$ cat src/rtl/i2c_pkg.sv
// i2c_pkg: definitions shared by the I2C target and its line conditioner.
//   - i2c_state_e  : 3-bit target FSM state encoding
//   - I2C_ACK/NACK : SDA level seen during the acknowledge bit
//   - byte/word sizing constants and a helper that packs a byte into a word
package i2c_pkg;

    typedef enum logic [2:0] {
        StIdle     = 3'd0,
        StAddr     = 3'd1,
        StAddrAck  = 3'd2,
        StWrByte   = 3'd3,
        StWrAck    = 3'd4,
        StRdByte   = 3'd5,
        StRdAck    = 3'd6,
        StWaitStop = 3'd7
    } i2c_state_e;

    localparam logic I2C_ACK  = 1'b0;
    localparam logic I2C_NACK = 1'b1;

    localparam int unsigned BYTES_PER_WORD = 4;
    localparam logic [1:0]  LAST_BYTE_IDX  = 2'(BYTES_PER_WORD - 1);
    localparam logic [2:0]  FULL_WORD_CNT  = 3'(BYTES_PER_WORD);
    localparam logic [3:0]  BITS_PER_BYTE  = 4'd8;

    // Fewer than two flops would leave metastability on the sampled lines.
    localparam int unsigned SYNC_MIN = 2;

    // Place byte b into word, byte 0 occupying [31:24].
    function automatic logic [31:0] put_byte(input logic [31:0] word,
                                             input logic [1:0]  idx,
                                             input logic [7:0]  b);
        logic [31:0] r;
        r = word;
        unique case (idx)
            2'd0: r[31:24] = b;
            2'd1: r[23:16] = b;
            2'd2: r[15:8]  = b;
            2'd3: r[7:0]   = b;
            default: r = word;
        endcase
        return r;
    endfunction

endpackage

$ cat src/rtl/i2c_line_cond.sv
// i2c_line_cond: synchronizes raw SCL/SDA into the system clock domain and
// detects bus events.
//   clk, rst_n     : system clock, asynchronous active-low reset
//   scl_raw/sda_raw: pad inputs
//   sda            : synchronized SDA level
//   scl_rise/fall  : one-cycle strobes on synchronized SCL edges
//   start_det      : SDA 1->0 while SCL high
//   stop_det       : SDA 0->1 while SCL high
module i2c_line_cond
    import i2c_pkg::*;
#(
    parameter int unsigned SYNC_STAGES = 2
) (
    input  logic clk,
    input  logic rst_n,
    input  logic scl_raw,
    input  logic sda_raw,
    output logic sda,
    output logic scl_rise,
    output logic scl_fall,
    output logic start_det,
    output logic stop_det
);

    localparam int unsigned STAGES = (SYNC_STAGES < SYNC_MIN) ? SYNC_MIN : SYNC_STAGES;

    logic [STAGES-1:0] scl_sync_q;
    logic [STAGES-1:0] sda_sync_q;
    logic              scl_hist_q;
    logic              sda_hist_q;
    logic              scl_s;
    logic              sda_s;

    // Reset to the idle-bus level so leaving reset never fakes an edge.
    always_ff @(posedge clk or negedge rst_n) begin
        if (!rst_n) begin
            scl_sync_q <= '1;
            sda_sync_q <= '1;
            scl_hist_q <= 1'b1;
            sda_hist_q <= 1'b1;
        end else begin
            scl_sync_q <= {scl_sync_q[STAGES-2:0], scl_raw};
            sda_sync_q <= {sda_sync_q[STAGES-2:0], sda_raw};
            scl_hist_q <= scl_s;
            sda_hist_q <= sda_s;
        end
    end

    assign scl_s = scl_sync_q[STAGES-1];
    assign sda_s = sda_sync_q[STAGES-1];
    assign sda   = sda_s;

    assign scl_rise = scl_s & ~scl_hist_q;
    assign scl_fall = ~scl_s & scl_hist_q;

    // SCL must be high in both samples so an SDA change racing an SCL edge
    // is never taken as START/STOP.
    assign start_det = scl_s & scl_hist_q & sda_hist_q & ~sda_s;
    assign stop_det  = scl_s & scl_hist_q & ~sda_hist_q & sda_s;

endmodule

$ cat src/rtl/i2c_target.sv
// i2c_target: 7-bit-address I2C target with 32-bit local data ports.
//   clk_i, rst_ni : system clock (>= 20x SCL), asynchronous active-low reset
//   scl_i, sda_i  : raw bus inputs
//   sda_oe_o      : 1 pulls SDA low, 0 releases it (open drain)
//   rx_dat_o      : received write word, first byte in [31:24]
//   rx_bytes_o    : number of valid left-aligned bytes in rx_dat_o
//   rx_valid_o    : one-cycle strobe qualifying rx_dat_o/rx_bytes_o
//   tx_dat_i      : read word, [31:24] sent first
//   tx_req_o      : one-cycle strobe; tx_dat_i captured on the edge raising it
//   busy_o        : high while addressed, from matching START to STOP
module i2c_target
    import i2c_pkg::*;
#(
    parameter logic [6:0]  TARGET_ADDR = 7'h50,
    parameter int unsigned SYNC_STAGES = 2
) (
    input  logic        clk_i,
    input  logic        rst_ni,
    input  logic        scl_i,
    input  logic        sda_i,
    output logic        sda_oe_o,
    output logic [31:0] rx_dat_o,
    output logic [2:0]  rx_bytes_o,
    output logic        rx_valid_o,
    input  logic [31:0] tx_dat_i,
    output logic        tx_req_o,
    output logic        busy_o
);

    logic        sda_s;
    logic        scl_rise;
    logic        scl_fall;
    logic        start_det;
    logic        stop_det;

    i2c_state_e  state_q;
    logic [3:0]  bit_cnt_q;   // bits shifted in, or bits driven out
    logic [7:0]  shreg_q;
    logic        rw_q;
    logic [1:0]  byte_idx_q;  // byte position within the current word
    logic [31:0] word_q;      // write word being assembled
    logic [31:0] tx_sh_q;     // read word, next bit to drive in [31]
    logic        fetch_q;     // next read byte needs a fresh tx word
    logic        wr_active;
    logic        last_byte;

    i2c_line_cond #(
        .SYNC_STAGES (SYNC_STAGES)
    ) u_line_cond (
        .clk       (clk_i),
        .rst_n     (rst_ni),
        .scl_raw   (scl_i),
        .sda_raw   (sda_i),
        .sda       (sda_s),
        .scl_rise  (scl_rise),
        .scl_fall  (scl_fall),
        .start_det (start_det),
        .stop_det  (stop_det)
    );

    assign wr_active = (state_q == StWrByte) || (state_q == StWrAck);
    assign last_byte = (byte_idx_q == LAST_BYTE_IDX);

    always_ff @(posedge clk_i or negedge rst_ni) begin
        if (!rst_ni) begin
            state_q    <= StIdle;
            bit_cnt_q  <= '0;
            shreg_q    <= '0;
            rw_q       <= 1'b0;
            byte_idx_q <= '0;
            word_q     <= '0;
            tx_sh_q    <= '0;
            fetch_q    <= 1'b0;
            sda_oe_o   <= 1'b0;
            rx_dat_o   <= '0;
            rx_bytes_o <= '0;
            rx_valid_o <= 1'b0;
            tx_req_o   <= 1'b0;
            busy_o     <= 1'b0;
        end else begin
            rx_valid_o <= 1'b0;
            tx_req_o   <= 1'b0;

            if (start_det || stop_det) begin
                // Flush completed bytes of an unfinished write word; any
                // partially shifted byte is dropped.
                if (wr_active && (byte_idx_q != 2'd0)) begin
                    rx_valid_o <= 1'b1;
                    rx_dat_o   <= word_q;
                    rx_bytes_o <= {1'b0, byte_idx_q};
                end
                word_q     <= '0;
                byte_idx_q <= '0;
                bit_cnt_q  <= '0;
                fetch_q    <= 1'b0;
                sda_oe_o   <= 1'b0;
                if (start_det) begin
                    state_q <= StAddr;
                end else begin
                    state_q <= StIdle;
                    busy_o  <= 1'b0;
                end
            end else begin
                unique case (state_q)
                    StIdle: begin
                    end

                    StAddr: begin
                        if (scl_rise && (bit_cnt_q < BITS_PER_BYTE)) begin
                            shreg_q   <= {shreg_q[6:0], sda_s};
                            bit_cnt_q <= bit_cnt_q + 4'd1;
                        end else if (scl_fall && (bit_cnt_q == BITS_PER_BYTE)) begin
                            if (shreg_q[7:1] == TARGET_ADDR) begin
                                rw_q     <= shreg_q[0];
                                sda_oe_o <= 1'b1;
                                busy_o   <= 1'b1;
                                state_q  <= StAddrAck;
                            end else begin
                                sda_oe_o <= 1'b0;
                                busy_o   <= 1'b0;
                                state_q  <= StWaitStop;
                            end
                        end
                    end

                    StAddrAck: begin
                        if (scl_fall) begin
                            byte_idx_q <= '0;
                            if (!rw_q) begin
                                sda_oe_o  <= 1'b0;
                                word_q    <= '0;
                                bit_cnt_q <= '0;
                                state_q   <= StWrByte;
                            end else begin
                                // The first data bit must be on SDA before
                                // SCL rises again, so fetch and drive now.
                                tx_req_o  <= 1'b1;
                                sda_oe_o  <= ~tx_dat_i[31];
                                tx_sh_q   <= {tx_dat_i[30:0], 1'b0};
                                bit_cnt_q <= 4'd1;
                                state_q   <= StRdByte;
                            end
                        end
                    end

                    StWrByte: begin
                        if (scl_rise && (bit_cnt_q < BITS_PER_BYTE)) begin
                            shreg_q   <= {shreg_q[6:0], sda_s};
                            bit_cnt_q <= bit_cnt_q + 4'd1;
                        end else if (scl_fall && (bit_cnt_q == BITS_PER_BYTE)) begin
                            sda_oe_o <= 1'b1;
                            state_q  <= StWrAck;
                            if (last_byte) begin
                                rx_valid_o <= 1'b1;
                                rx_dat_o   <= put_byte(word_q, byte_idx_q, shreg_q);
                                rx_bytes_o <= FULL_WORD_CNT;
                                word_q     <= '0;
                                byte_idx_q <= '0;
                            end else begin
                                word_q     <= put_byte(word_q, byte_idx_q, shreg_q);
                                byte_idx_q <= byte_idx_q + 2'd1;
                            end
                        end
                    end

                    StWrAck: begin
                        if (scl_fall) begin
                            sda_oe_o  <= 1'b0;
                            bit_cnt_q <= '0;
                            state_q   <= StWrByte;
                        end
                    end

                    StRdByte: begin
                        if (scl_fall) begin
                            if (bit_cnt_q == BITS_PER_BYTE) begin
                                sda_oe_o <= 1'b0;
                                state_q  <= StRdAck;
                            end else if (fetch_q) begin
                                tx_req_o  <= 1'b1;
                                sda_oe_o  <= ~tx_dat_i[31];
                                tx_sh_q   <= {tx_dat_i[30:0], 1'b0};
                                fetch_q   <= 1'b0;
                                bit_cnt_q <= bit_cnt_q + 4'd1;
                            end else begin
                                sda_oe_o  <= ~tx_sh_q[31];
                                tx_sh_q   <= {tx_sh_q[30:0], 1'b0};
                                bit_cnt_q <= bit_cnt_q + 4'd1;
                            end
                        end
                    end

                    StRdAck: begin
                        if (scl_rise) begin
                            if (sda_s == I2C_ACK) begin
                                bit_cnt_q <= '0;
                                state_q   <= StRdByte;
                                if (last_byte) begin
                                    fetch_q    <= 1'b1;
                                    byte_idx_q <= '0;
                                end else begin
                                    byte_idx_q <= byte_idx_q + 2'd1;
                                end
                            end else begin
                                sda_oe_o <= 1'b0;
                                state_q  <= StWaitStop;
                            end
                        end
                    end

                    StWaitStop: begin
                    end

                    default: begin
                        sda_oe_o <= 1'b0;
                        state_q  <= StIdle;
                    end
                endcase
            end
        end
    end

endmodule

$ cat config.mk
export PLATFORM = sky130hd
export DESIGN_NAME = i2c_target
export DESIGN_NICKNAME = d
export VERILOG_FILES = /design/src/rtl/i2c_pkg.sv /design/src/rtl/i2c_line_cond.sv /design/src/rtl/i2c_target.sv
export SDC_FILE = /design/constraint.sdc
export NUM_CORES = 1
export LEC_CHECK = 0
export CAP_MARGIN = 40
export CORE_MARGIN = 3
export CORE_UTILIZATION = 45
export CTS_CLUSTER_DIAMETER = 100
export DETAILED_ROUTE_END_ITERATION = 16
export DONT_BUFFER_PORTS = 1
export SYNTH_ARGS = -nofsm -noshare
export SYNTH_HDL_FRONTEND = slang
export SYNTH_SLANG_ARGS = --single-unit
export TNS_END_PERCENT = 5
$ cat constraint.sdc
create_clock -name clk_i -period 1.8 [get_ports clk_i]
set_input_delay 0.36 -clock clk_i [delete_from_list [all_inputs] [get_ports clk_i]]
set_output_delay 0.36 -clock clk_i [all_outputs]
set_load 0.01 [all_outputs]
======== Word-level counts from Yosys, hierarchy flattened ========
Cells that the tools add are included.
storage, ports and cells
  word-level logic and storage cells ...... 200
  bits in registers ....................... 128
  output and inout bits ................... 39
  bits of input ports ..................... 36
cells by class
  reduce and logical (&&, ||, !) cells .... 30
  order comparisons ....................... 1
  multiplexer cells ....................... 99
  eq/ne operators ......................... 34
  bitwise operators ....................... 15
  $add $sub $neg .......................... 2
operators by type and width
  kind                                                                    count
  32-bit two-way mux                                                      17
  32-bit one-hot mux with 2 select lines                                  2
  3-bit two-way mux                                                       18
  1-bit two-way mux                                                       37
  3-bit != test (second input constant)                                   11
  4-bit two-way mux                                                       8
  8-bit two-way mux                                                       3
  6-bit AND reduction                                                     4
  4-bit one-hot mux with 5 select lines                                   1
  10-bit AND reduction                                                    2
  3-bit one-hot mux with 6 select lines                                   1
  2-bit two-way mux                                                       8
  5-bit AND reduction                                                     3
  2-bit != test (second input constant)                                   6
  2-bit nonzero test                                                      6
  3-bit equality test (second input constant)                             3
  3-bit by 2-bit != test with 1-bit output (second input constant)        3
  1-bit inverter                                                          8
  8-bit AND reduction                                                     1
  1-bit AND                                                               7
  7-bit equality test (second input constant)                             1
  7-bit nonzero test                                                      1
  3-bit by 2-bit equality test with 1-bit output (second input constant)  2
  3-bit by 1-bit != test with 1-bit output (second input constant)        2
  20 further kinds                                                        26

======== Depth between registers and ports, before layout ========
Gate-level depths: netlist of the first run.
  word-level depth ........................ 7
  gate-level depth with buffers ........... 9
  mapped depth without buffers ............ 7

======== By module ========
From an unflattened synthesis of the first run, not the netlist that was laid out.
second synthesis, totals
  cells, all modules ...................... 519
  area total of the unflattened synthesis .. 5622.9 sq um
modules (own cells, without submodules)
  module         cells an instance  sequential area each (sq um)  instances  area an instance (sq um)
  i2c_target     509                2827.7                        1          5432.7
  i2c_line_cond  10                 157.7                         1          190.2

======== Worst setup path after synthesis of the first run ========
Ideal clock, no wire load.
  kind .................................... flip-flop to flip-flop
  from .................................... register u_line_cond.sda_sync_q[1]
  to ...................................... register rx_dat_o[13]
  period minus slack after synthesis ...... 2011 ps
  path slack .............................. -211 ps
  data arrival time ....................... 1888 ps
  path buffers ............................ 3
  cell stages (with the launch flop) ...... 8
  data required time ...................... 1677 ps
  library setup time ...................... 123 ps
  path through ............................ dfstp_2 > buf_2 > xor2_1 > or3b_2 > a21oi_2 > buf_4 > buf_4 > a21oi_1
between the ends
  word-level cells in the longest chain between the ends .. 5
  elaborated cells between the ends (all ways) .. 11
  those cells by class .................... eq/ne: 2; mux: 1; bitwise: 3; reduce/logical: 5
ends and longest elaborated chain
  item                                                                               RTL line             source
  start: declaration                                                                 i2c_line_cond.sv:28  logic [STAGES-1:0] sda_sync_q;
  start signal: assignment                                                           i2c_line_cond.sv:43  sda_sync_q <= {sda_sync_q[STAGES-2:0], sda_raw};
  1-bit inverter                                                                     i2c_line_cond.sv:58  assign start_det = scl_s & scl_hist_q & sda_hist_q & ~sda_s;
  1-bit AND                                                                          i2c_line_cond.sv:58
  1-bit logical OR (*)                                                               i2c_target.sv:84     if (start_det || stop_det) begin
  2-bit by 1-bit != test with 1-bit output (no source line) (tied with other cells)  --
  5-bit AND reduction (no source line)                                               --
  end signal: assignment                                                             i2c_target.sv:89     rx_dat_o <= word_q;
  end signal: assignment                                                             i2c_target.sv:155    rx_dat_o <= put_byte(word_q, byte_idx_q, shreg_q);
  end: declaration                                                                   i2c_target.sv:22     output logic [31:0] rx_dat_o,
Every way passes the cells marked *; elsewhere a longest branch is shown, timed or not.
A chain may end at the register's enable or synchronous reset.

======== Worst setup path after layout of the first run ========
  from .................................... register u_line_cond.sda_hist_q
  to ...................................... register rx_dat_o[14]
between the ends
  word-level cells in the longest chain between the ends .. 6
  elaborated cells between the ends (all ways) .. 13
  those cells by class .................... eq/ne: 2; mux: 1; bitwise: 5; reduce/logical: 5
ends and longest elaborated chain
  item                                                                               RTL line             source
  start: declaration                                                                 i2c_line_cond.sv:30  logic sda_hist_q;
  start signal: assignment                                                           i2c_line_cond.sv:45  sda_hist_q <= sda_s;
  1-bit inverter                                                                     i2c_line_cond.sv:59  assign stop_det = scl_s & scl_hist_q & ~sda_hist_q & sda_s;
  1-bit AND (2 in series)                                                            i2c_line_cond.sv:59
  1-bit logical OR (*)                                                               i2c_target.sv:84
  2-bit by 1-bit != test with 1-bit output (no source line) (tied with other cells)  --
  5-bit AND reduction (no source line)                                               --
Marked as above.

==> summary.txt, run 1 <==
Outcome
  • Status: finished, violations left
  • Violated checks: negative hold slack, negative setup slack

Placed design
  • Area after DPL: 6086 um^2
  • Port Buffers: 0
  • Dpl cells: 702
  • HPWL Detailed: 8306 um
  • Gpl congestion: 0.8789

Floorplan
  • Die area: 13720 um^2
  • Num ports: 75
  • # rows: 39
  • Starting Density: 47.27%
  • Die Wd: 117.1 um
  • Core Box Area: 11760 um^2
  • Die height: 117.1 um

Clocking
  • Clock tree buffer depth: 2
  • Total CTS buffers: 17
  • H-tree levels: 4
  • Worst-Skew Late Latency: 0.42 ns
  • Hold_buf cts: 2
  • CTS tree: built
  • Clock Tree Root: clkbuf_16
  • Num Clock Sinks: 119
  • Worst-path clk slew: 0.05 ns

Setup path
  • CP max FO: 23
  • Critical Path AT: 2.25 ns
  • Slowest-stage cell, CP: dfstp_2
  • CP required: 2.15 ns
  • WS Path Type: reg -> reg
  • Worst Setup Start Kind: flip-flop
  • Buf/Inv on CP: 2
  • CP endpoint kind: flip-flop
  • Crit-path cells: xor2_4 > or3b_4 > a21oi_4 > buf_4 > clkbuf_16 > nor2_1 > a21oi_2
  • Delay-heaviest family, CP: flip-flops
  • Crit path largest cell delay: 0.58 ns

Yosys
  • Mux contribution to synthesized area: 12.72%
  • Synth top area share: 50.87%
  • Mapped cell area: 5559 um^2
  • Cell accounting for the most synthesized area: dfrtp_1
  • Complex-gate fraction of the synthesized area: 15.87%
  • Synthesized Nets: 566
  • Predominant post-synthesis flop cell: dfrtp_1
  • Sequential-to-total area share from yosys stat: 53.70%
  • Synth area leaders: dfrtp_1 51%, mux2i_1 11%, a21oi_1 5.8%
  • Synth Instances: 524
  • Post-Synth XOR/XNOR Area: 0.3151%
  • Post-synthesis register bit count: 119
  • Avg Inst Size Synth: 10.61 um^2
  • Post-synth EDFFs: 0
  • Largest family of logic cells by synthesized area: compound AO/OA/AOI/OAI gates
  • Post-synthesis adder-cell area fraction: 1.350%
  • Yosys cell types: 52
  • Ys async rst share: 100.0%
  • Number of warnings issued by yosys: 0
  • Post-Synth Simple-Gate Area: 11.55%

Routing
  • Drt drc: 0
  • DRT Pass-1 Iters: 4
  • Antenna Nets Post-Route: 0
  • Via Count: 4029
  • WL/cell: 17.08 um
  • Drt initial violations: 271
  • Routed length on met1: 5686 um
  • Vias per Instance: 5.445
  • Met2 wire length: 6077 um
  • Metal3 WL: 694 um
  • WL final: 12640 um
  • Top layer in use: met4

Final layout
  • Leading cell type in the layout, fill and taps excluded: dfrtp_1
  • Design Area, Final: 6848 um^2
  • Core Util, Final: 58.23%
  • Layout cells sized above 1: 24.31%
  • Layout area overhead: 23.18%
  • Sequential cell area: 2985 um^2
  • Non-filler cells, final: 740
  • Area of the multi-input gates: 2464 um^2
  • Diodes inserted: 0
  • Most frequent cells in the layout: 113 x dfrtp_1, 67 x nor2_1, 59 x a21oi_1
  • Fillers: 996
  • Nets: 605

Pwr
  • Sw Pwr: 0.003696 W
  • VDD IR-drop max: 0.8919 mV
  • Logic pwr share: 33.5%
  • Internal power: 0.007144 W
  • Clock power frac: 28.6%
  • Sequential power share: 37.9%
  • Power per standard cell area: 1583 nW/um^2
  • Switch share: 34.09%
  • Static Leak: 3.024 nW

Global routing
  • Total Routing Usage GR: 19.37%
  • Initial antenna violation count: 0
  • First-pass GRT wire length: 20540 um
  • Largest net degree at the start of global routing: 120
  • Remaining global-route overflow: 0
  • Vias in the first global route: 4128

STA
  • Final period demand of the worst path: 1.902 ns
  • Fin. Hold Viols: 119
  • Setup-failing EPs final: 37
  • Worst Skew: 0.008929 ns
  • Slew @ Worst Pin: 0.4213 ns
  • FMAX: 525.8 MHz
  • Fin crit share: 105.7%
  • RSZ-0062 raised after global routing: yes
  • Worst hold slack: -0.3640 ns
  • Max Slew Vio Count: 0
  • Fin worst setup slack: -0.1018 ns
  • Worst relative slew slack: 71.92%

Min path
  • Worst min path class: in -> async

Flow run
  • Max-Cap Viols: 0
-- power by group through the flow --
| stage | combinational [W] | clock (W) | sequential [W] |
|---|---|---|---|
| after floorplan | 0.00247 | 0 | 0.00393 |
| after global placement | 0.00338 | 0 | 0.00411 |
| after detailed placement | 0.00347 | 0 | 0.00414 |
| after CTS | 0.00351 | 0.00318 | 0.00411 |
| after global routing | 0.00404 | 0.00332 | 0.00422 |
| final | 0.00363 | 0.00310 | 0.00411 |
-- worst paths after layout --
check                                                          from  cells past startpoint                                   to  slack, ns
worst max-delay path               u_line_cond.sda_hist_q$_DFF_PN1_                      7             rx_dat_o[14]$_DFFE_PN0P_      -0.10
min in group clk_i                                      tx_dat_i[0]                      2               tx_sh_q[1]$_DFFE_PN0P_       0.11
worst min-delay path                                         rst_ni                      0             rx_dat_o[10]$_DFFE_PN0P_      -0.36
worst min register to register  u_line_cond.scl_sync_q[0]$_DFF_PN1_                      0  u_line_cond.scl_sync_q[1]$_DFF_PN1_       0.35
worst max register to register     u_line_cond.sda_hist_q$_DFF_PN1_                      7             rx_dat_o[14]$_DFFE_PN0P_      -0.10
max in group asynchronous                                    rst_ni                      0     u_line_cond.sda_hist_q$_DFF_PN1_       1.89
-- cell usage after synthesis, types with 7 or more instances --
cell      number
dfrtp_1      113
nor2_1        68
a21oi_1       64
mux2i_1       59
a22o_1        21
o21ai_0       21
clkbuf_1      18
inv_1         17
nand2_1       15
buf_2         14
nand3_1       12
mux2_2         9
nand3b_1       7
-- cell type report --
cell class | instances | share of cell area [%]
inverter | 17 | 0.9318
clock buffer | 23 | 6.834
clock inverter | 9 | 1.115
multi-input combinational | 349 | 35.98
sequential | 119 | 43.60
tap | 164 | 2.997
timing repair buffer | 59 | 8.551
-- stage by stage --
stage / hold WS (ns) / TNS, ns / setup WS, ns / total power (W)
after floorplan: 0.06441 / -3.335 / -0.1789 / 0.006400
after global placement: 0.06780 / -1.752 / -0.07387 / 0.007494
after detailed placement: 0.06761 / -3.230 / -0.1063 / 0.007606
after CTS: -0.3802 / -3.035 / -0.1217 / 0.01080
after global routing: -0.3826 / -5.898 / -0.1812 / 0.01158
final: -0.3640 / -2.766 / -0.1018 / 0.01084
-- logic make-up (layout without fill, tap and decap cells) --
logic type	Yosys count	in the layout
AOI/OAI and AO/OA	139	139
buffers and inverters	56	108
and+or+nand+nor	133	133
DFF	119	119
adders and majority gates	6	6
xor gates and xnor gates	2	2
muxes	69	69
-- sequential cells by signal, summed over array words and instances (netlist names) --
name,count
fetch_q,1
rx_dat_o,32
shreg_q,8
bit_cnt_q,4
byte_idx_q,2
word_q,24
sda_oe_o,1
rx_bytes_o,3
tx_sh_q,31
busy_o,1
rw_q,1
u_line_cond.sda_sync_q,2
state_q,3
u_line_cond.scl_hist_q,1
rx_valid_o,1
tx_req_o,1
u_line_cond.sda_hist_q,1
u_line_cond.scl_sync_q,2
-- timing repair --
action	4_1_cts	5_1_grt
pin swaps	0	4
buffers inserted	0	2
gates cloned	0	2
endpoints found under the setup margin	95	99
gates resized for setup	8	27
endpoints found under the hold margin	121	119
-- routing by layer --
layer | track usage [%] | vias to the layer above
li1 | - | 1944
met3 | 7.198 | 18
met5 | 0 | -
met4 | 7.416 | 0
met1 | 24.54 | 1970
met2 | 30.28 | 97
(Power assumes the default switching activity.)
==> inputs of run 2 (changes only) <==
Settings changed: CORE_MARGIN 3 to 5, CTS_CLUSTER_DIAMETER 100 to unset.
==> summary.txt, run 2 (same netlist as run 1, synthesis figures left out) <==
Routing
  • Drt initial violations: 387
  • DRT Pass-1 Iters: 4
  • Via Count: 4076
  • WL final: 13640 um
  • Antenna Nets Post-Route: 0
  • Drt drc: 0
  • Vias per Instance: 5.413
  • WL/cell: 18.11 um

Clocking
  • Clock tree buffer depth: 2
  • Num Clock Sinks: 119
  • H-tree levels: 4
  • Hold_buf cts: 2
  • Clock Tree Root: clkbuf_16
  • Worst-Skew Late Latency: 0.42 ns
  • Total CTS buffers: 17
  • Worst-path clk slew: 0.05 ns
  • CTS tree: built

STA
  • Max Slew Vio Count: 0
  • Slew @ Worst Pin: 0.4244 ns
  • FMAX: 519.7 MHz
  • Fin crit share: 106.9%
  • Worst Skew: 0.009669 ns
  • Setup TNS Final: -3.802 ns
  • Worst hold slack: -0.3654 ns
  • Worst relative slew slack: 71.71%
  • Fin worst setup slack: -0.1241 ns
  • Final period demand of the worst path: 1.924 ns
  • Fin. Hold Viols: 119
  • Setup-failing EPs final: 41
  • RSZ-0062 raised after global routing: yes

Flow run
  • Max-Cap Viols: 0

Final layout
  • Max FFs per register: 32
  • Top reg by flops: rx_dat_o
  • Leading cell type in the layout, fill and taps excluded: dfrtp_1
  • Design Area, Final: 7153 um^2
  • Layout area overhead: 28.67%
  • Diodes inserted: 0
  • Most frequent cells in the layout: 113 x dfrtp_1, 59 x nor2_1, 58 x mux2i_1
  • Fillers: 1013
  • Nets: 614
  • Layout cells sized above 1: 27.35%
  • Top Registers: rx_dat_o: 32 flops, tx_sh_q: 31 flops, word_q: 24 flops

Floorplan
  • Core Box Area: 12060 um^2
  • Num ports: 75
  • Starting Density: 46.09%
  • # rows: 40
  • Die height: 121.1 um
  • Die area: 14680 um^2
  • Die Wd: 121.1 um

Global routing
  • Total Routing Usage GR: 18.81%
  • Initial antenna violation count: 0
  • Vias in the first global route: 4125
  • First-pass GRT wire length: 21280 um
  • Remaining global-route overflow: 0
  • Largest net degree at the start of global routing: 120

Setup path
  • WS Path Type: reg -> reg
  • Critical Path AT: 2.26 ns
  • CP max FO: 7
  • CP endpoint kind: flip-flop
  • Crit path from: u_line_cond.sda_sync_q[1]$_DFF_PN1_
  • R2r startpoint: u_line_cond.sda_sync_q[1]$_DFF_PN1_
  • CP required: 2.14 ns
  • Worst Setup Start Kind: flip-flop

Placed design
  • Gpl congestion: 0.8778
  • Area after DPL: 6118 um^2
  • HPWL Detailed: 8631 um
  • Port Buffers: 0

Pwr
  • Power per standard cell area: 1648 nW/um^2
  • Static Leak: 3.153 nW
  • VDD IR-drop max: 0.6576 mV

Outcome
  • Status: finished, violations left
  • Violated checks: negative hold slack, negative setup slack

Min path
  • Worst min path class: in -> async
[run 2: changes by cell type in the layout (fill, tap and decap cells not counted), sizes merged]
cell      before  now
clkinv         7    2
bufinv         1    6
buf           55   62
clkinvlp       1    2
inv           17   18
[run 2: stage by stage]
step | cells | utilization (%) | power [W] | hold slack (ns) | setup slack (ns)
final | 753 | 59.31 | 0.01179 | -0.3654 | -0.1241
after global routing | 753 | 59.31 | 0.01247 | -0.3873 | -0.1826
after CTS | 744 | 57.19 | 0.01168 | -0.3856 | -0.1162
after detailed placement | 708 | 50.73 | 0.007666 | 0.06773 | -0.1072
after global placement | 708 | 50.73 | 0.007576 | 0.06816 | -0.07098
after floorplan | 524 | - | 0.006400 | 0.06441 | -0.1789
[run 2: where the power goes]
group          internal [W]  total (W)  switching, W
logic               0.00185    0.00379       0.00194
registers           0.00343    0.00410      0.000673
clock network       0.00267    0.00390       0.00123
[run 2: critical path, stage by stage (launching register included)]
cell and delay (ns):
dfstp_2 0.55, xor2_2 0.19, or3b_4 0.43, a21oi_4 0.19, buf_12 0.17, clkbuf_16 0.16, nand3_2 0.07, o21ai_1 0.08
[run 2: final cells by class]
type | instances | area [um^2] | share of cell area, %
clock buffers | 21 | 460.4 | 6.437
clock inverters | 11 | 217.7 | 3.044
inverters | 17 | 63.81 | 0.8921
multi-input cells | 349 | 2495 | 34.88
flip-flops and latches | 119 | 2985 | 41.74
well taps | 168 | 210.2 | 2.939
repair buffers | 68 | 720.7 | 10.08
[run 2: path summary, 6_finish.rpt]
kind	cells after the start	end	slack, ns
worst max register to register	7	rx_dat_o[6]$_DFFE_PN0P_	-0.12
worst max-delay path	7	rx_dat_o[6]$_DFFE_PN0P_	-0.12
worst min-delay path	0	rx_dat_o[12]$_DFFE_PN0P_	-0.37
worst min register to register	0	u_line_cond.scl_sync_q[1]$_DFF_PN1_	0.35
min in group clk_i	2	tx_sh_q[1]$_DFFE_PN0P_	0.11
max in group asynchronous	0	u_line_cond.sda_sync_q[0]$_DFF_PN1_	1.88
[run 2: per-layer routing]
layer / global-route usage, % / wire length [um] / up-vias
met4: 7.073 / 245 / 0
li1: - / - / 1957
met5: 0 / 0 / -
met1: 22.66 / 6023 / 2013
met2: 31.05 / 6704 / 88
met3: 6.620 / 667 / 18
[run 2: timing repair]
| action | in CTS | in global routing |
|---|---|---|
| resized for setup | 7 | 41 |
| pin swaps | 2 | 4 |
| buffers inserted | 1 | 4 |
| endpoints found under the setup margin | 99 | 102 |
| endpoints found under the hold margin | 121 | 119 |
| gates cloned | 1 | 5 |
